`config.mk`:
```
export PLATFORM = sky130hd
export DESIGN_NAME = alu_seq_ctrl
export DESIGN_NICKNAME = d
export VERILOG_FILES = /design/src/rtl/alu_seq_ctrl.sv
export SDC_FILE = /design/constraint.sdc
export NUM_CORES = 1
export LEC_CHECK = 0
export CORE_UTILIZATION = 44
export CTS_CLUSTER_DIAMETER = 60
export DETAILED_ROUTE_END_ITERATION = 10
export GPL_TIMING_DRIVEN = 1
export PLACE_DENSITY = 0.88
export SETUP_SLACK_MARGIN = 0.4
export SLEW_MARGIN = 20
export SYNTH_ARGS = -nofsm -noshare
export SYNTH_HDL_FRONTEND = slang
export SYNTH_SLANG_ARGS = --single-unit
```
`constraint.sdc`:
```
create_clock -name clk -period 1.72 [get_ports clk]
set_input_delay 0.344 -clock clk [delete_from_list [all_inputs] [get_ports clk]]
set_output_delay 0.344 -clock clk [all_outputs]
set_load 0.02 [all_outputs]
```
`src/rtl/alu_seq_ctrl.sv`:
```
// Accumulator sequencer around an external combinational ALU.
// Accepts a command: a load writes the accumulator directly; an ALU op
// presents acc/operand/opcode to the ALU for one cycle, then captures the
// result and flags. Each command ends with a one-cycle done pulse.
module alu_seq_ctrl (
    input  logic       clk,
    input  logic       rst_n,
    input  logic       clr,
    input  logic       cmd_valid,
    output logic       cmd_ready,
    input  logic       cmd_load,
    input  logic [2:0] cmd_op,
    input  logic [3:0] cmd_opnd,
    output logic [3:0] A,
    output logic [3:0] B,
    output logic [2:0] ALUctr,
    input  logic [3:0] F,
    input  logic       cf,
    input  logic       zero,
    input  logic       of,
    output logic [3:0] acc,
    output logic [2:0] flags,
    output logic       of_sticky,
    output logic       done,
    output logic [7:0] op_cnt
);

    typedef enum logic [1:0] {
        StIdle,
        StExec,
        StDone
    } state_e;

    state_e     state_q, state_d;
    logic [3:0] a_q, a_d;
    logic [3:0] b_q, b_d;
    logic [2:0] ctr_q, ctr_d;
    logic [3:0] acc_q, acc_d;
    logic [2:0] flags_q, flags_d;
    logic       sticky_q, sticky_d;
    logic [7:0] cnt_q, cnt_d;

    // Ready is held low during reset even though the state already reads idle.
    assign cmd_ready = (state_q == StIdle) & ~clr & rst_n;

    // Next-state logic: clear overrides everything except the ALU operand registers.
    always_comb begin
        state_d  = state_q;
        a_d      = a_q;
        b_d      = b_q;
        ctr_d    = ctr_q;
        acc_d    = acc_q;
        flags_d  = flags_q;
        sticky_d = sticky_q;
        cnt_d    = cnt_q;
        if (clr) begin
            state_d  = StIdle;
            acc_d    = 4'h0;
            flags_d  = 3'b000;
            sticky_d = 1'b0;
            cnt_d    = 8'h00;
        end else begin
            unique case (state_q)
                StIdle: begin
                    if (cmd_valid) begin
                        if (cmd_load) begin
                            acc_d   = cmd_opnd;
                            state_d = StDone;
                        end else begin
                            a_d     = acc_q;
                            b_d     = cmd_opnd;
                            ctr_d   = cmd_op;
                            state_d = StExec;
                        end
                    end
                end
                StExec: begin
                    acc_d    = F;
                    flags_d  = {cf, zero, of};
                    sticky_d = sticky_q | of;
                    if (cnt_q != 8'hFF) begin
                        cnt_d = cnt_q + 8'd1;
                    end
                    state_d = StDone;
                end
                StDone: begin
                    state_d = StIdle;
                end
                default: begin
                    state_d = StIdle;
                end
            endcase
        end
    end

    // State and datapath registers with asynchronous reset.
    always_ff @(posedge clk or negedge rst_n) begin
        if (!rst_n) begin
            state_q  <= StIdle;
            a_q      <= 4'h0;
            b_q      <= 4'h0;
            ctr_q    <= 3'h0;
            acc_q    <= 4'h0;
            flags_q  <= 3'b000;
            sticky_q <= 1'b0;
            cnt_q    <= 8'h00;
        end else begin
            state_q  <= state_d;
            a_q      <= a_d;
            b_q      <= b_d;
            ctr_q    <= ctr_d;
            acc_q    <= acc_d;
            flags_q  <= flags_d;
            sticky_q <= sticky_d;
            cnt_q    <= cnt_d;
        end
    end

    assign A         = a_q;
    assign B         = b_q;
    assign ALUctr    = ctr_q;
    assign acc       = acc_q;
    assign flags     = flags_q;
    assign of_sticky = sticky_q;
    assign done      = (state_q == StDone);
    assign op_cnt    = cnt_q;

endmodule

```
==> flow_metrics.py <==
metrics = {
    "sta": {
        "finalSetupViolations": 0,
        "fin_worst_skew_ps": 13.6,
        "period_needed_ps": 1580,
        "finalHoldViolations": 0,
        "timing.hold.ws_ps": 460,
        "max_freq_ghz": 0.633,
        "worstMarginPinSlew_ps": 368,
        "slew_headroom_pct": 75.4,
        "drv_slew": 0,
        "fin_crit_sh_pct": 91.9,
        "rsz0062_at_grt": "yes",
    },
    "power": {
        "leakagePower_nw": 1.07,
        "irDropWorstVdd_uv": 611,
        "clkPwrFrac_pct": 25.5,
        "power_frac_comb_pct": 25.4,
        "switching_share_pct": 30.7,
        "power_density_nw_per_um2": 732,
        "p_sw_uw": 491,
        "p_int_mw": 1.11,
        "seq_power_share_pct": 49.1,
        "total_power_mw": 1.60,
    },
    "routing": {
        "wl_per_cell_um": 17.7,
        "finalWirelength_um": 3910,
        "ant_nets": 0,
        "drtIter0Drc": 33,
        "vias_per_cell": 5.53,
        "firstDrtPassIters": 7,
        "drc_errors": 2,
        "vias": 1223,
    },
    "hold_path": {
        "min_from": "clr",
        "worstHoldPathCells": 3,
        "min_path_type": "input pin to register",
        "min_to": "flags[1]",
    },
    "global_route": {
        "grt_usage_pct": 23.8,
        "grtUsageMet2_pct": 41.9,
        "grtUsageMet3_pct": 7.59,
        "grt_remaining_overflow": 0,
        "grt_first_pass_wirelength_um": 5930,
        "grt_pass1_vias": 1273,
        "grt_max_degree": 30,
        "top_usage_layer": "met2",
        "grtUsageMet1_pct": 27.6,
        "antenna_found_initial": 0,
    },
    "synth": {
        "synth_area_leaders": "dfrtp_1 (53%), mux2_4 (9.8%), mux2_2 (4.1%), mux2i_1 (3.6%), a21oi_1 (2.9%)",
        "yosys.area.top_type_share_pct": 52.7,
        "synth.distinct_cells": 35,
        "synth_seq_cells": 29,
        "synth_cells": 113,
        "async_reset_ff_share_pct": 100,
        "synth_ff_type": "dfrtp_1",
        "syn-num-nets": 133,
        "syn-mean-instance-area_um2": 12.2,
        "ys_seq_area_share_pct": 52.7,
        "synth-edff-count": 0,
        "ys_warn_count": 0,
        "yosys.area.top_type": "dfrtp_1",
        "syn_area_um2": 1380,
    },
    "critical_path": {
        "crit_type": "register to output pin",
        "worstSetupStartpointType": "register",
        "ff2ff_setup_slack_ps": 160,
        "crit_arrival_ps": 1240,
        "cp.required_ps": 1380,
        "r2r_start": "op_cnt[0]",
        "timing.rr.end": "op_cnt[7]",
        "critPathMaxFanout": 3,
        "rr_worst_depth": 4,
        "endpoint_kind": "output pin",
    },
    "placement": {
        "portBuffers": 47,
        "dpl.hpwl_um": 2250,
        "gp_congestion": 0.786,
    },
    "clock_network": {
        "cts_buffers": 5,
        "cts.path.max_buffers": 2,
        "htree_levels": 2,
        "cts.sinks": 29,
        "cts_tree": "built",
        "cts_hold_buffers": 0,
        "cts.reportedPaths.clkPinSlew_ps": 100,
        "clockRootBuffer": "clkbuf_4",
        "clock_latency_ps": 340,
    },
    "finish": {
        "drive_above_1_share_pct": 53.2,
        "diodes": 0,
        "fin_nets": 209,
        "area_growth_pct": 58.6,
        "final_cell_mix": "dfrtp_1 (25), buf_2 (25), buf_4 (19), clkdlybuf4s50_1 (17), mux2_4 (12)",
    },
    "job": {
        "drv_cap": 0,
    },
    "floorplan": {
        "dieArea_um2": 3360,
        "core_area_um2": 2850,
        "rows": 19,
        "die_w_um": 58.0,
        "dieHeight_um": 58.0,
        "ios": 48,
        "start_util_pct": 48.3,
    },
    "outcome": {
        "violations": "DRC",
        "outcome": "finished, violations left",
    },
}
==> repair_timing <==
item / CTS / global route
pin swaps: 7 / 5
endpoints found under the hold margin: 0 / 0
gates resized for setup: 134 / 19
cloned: 2 / 0
setup endpoints to repair: 48 / 34
buffers inserted: 13 / 4
==> critical path, cell delays in order (launching register included) <==
cell and delay (ps):
dfrtp_1 420, nor3_2 200, and2_4 180, buf_6 110
==> stage by stage <==
| stage | TNS [ps] | setup WS (ps) | util (%) | area (µm²) | std cells |
|---|---|---|---|---|---|
| after floorplan | 0 | 309 | - | 1430 | 113 |
| after global placement | -773 | -324 | 68.9 | 1970 | 194 |
| after detailed placement | -1390 | -393 | 68.9 | 1970 | 194 |
| after CTS | 0 | 126 | 73.2 | 2090 | 217 |
| after global routing | 0 | 69.2 | 76.6 | 2180 | 221 |
| final | 0 | 140 | 76.6 | 2180 | 221 |
==> cell usage after synthesis (2+ instances only) <==
cell	count
a211oi_1	2
mux2i_1	5
mux2_2	5
o2bb2ai_1	4
dfrtp_1	29
inv_1	3
nor3_1	3
nor2b_1	3
mux2_4	9
and3_1	3
nand2_1	9
nor2_1	4
a21oi_1	8
nand2b_1	2
buf_6	2
nor4_1	2
and2b_1	2
==> final cells by class <==
cell class / count / area [µm²]
fillers: 196 / 668
multi-input cells: 77 / 753
inverters: 3 / 11.3
flip-flops and latches: 29 / 731
repair buffers: 73 / 599
clock inverters: 2 / 10.0
well taps: 31 / 38.8
clock buffers: 6 / 41.3
==> power by group through the flow <==
stage | Combinational [mW] | Sequential (mW) | Clock [mW]
floorplan | 0.127 | 0.872 | 0
global placement | 0.413 | 0.796 | 0
detailed placement | 0.419 | 0.796 | 0
CTS | 0.393 | 0.783 | 0.407
global route | 0.427 | 0.794 | 0.445
finish | 0.406 | 0.785 | 0.408
==> routing by layer <==
metal	routed length [µm]	vias up
met5	0	-
met4	61	0
met3	181	9
met2	2040	40
met1	1630	614
li1	-	560
==> state kept, by name, summed over array words and instances, names as in the netlist <==
signal / count
A: 4
ALUctr: 3
B: 4
acc: 4
flags: 3
of_sticky: 1
op_cnt: 8
state_q: 2
==> cells by family (layout without fill, tap and decap cells) <==
logic type / count (synthesis) / after routing / share of synthesized area (%)
AO/OA/AOI/OAI: 19 / 19 / 9.45
adder cells (fa/ha/maj): 1 / 1 / 0.908
AND/OR/NAND/NOR: 38 / 38 / 16.2
flip-flops: 29 / 29 / 52.7
multiplexers: 19 / 19 / 17.5
buffers and inverters: 7 / 84 / 3.27
==> worst max path at each step <==
stage                    start   endpoint  slack, ps  depth (start not counted)
floorplan            op_cnt[1]  op_cnt[6]        310                          4
global placement           clr  cmd_ready       -320                          4
detailed placement         clr  cmd_ready       -390                          4
CTS                 state_q[1]  cmd_ready        130                          3
global route        state_q[0]  cmd_ready         70                          3
finish              state_q[0]  cmd_ready        140                          3
No activity file was read; power rests on OpenSTA's default activity.
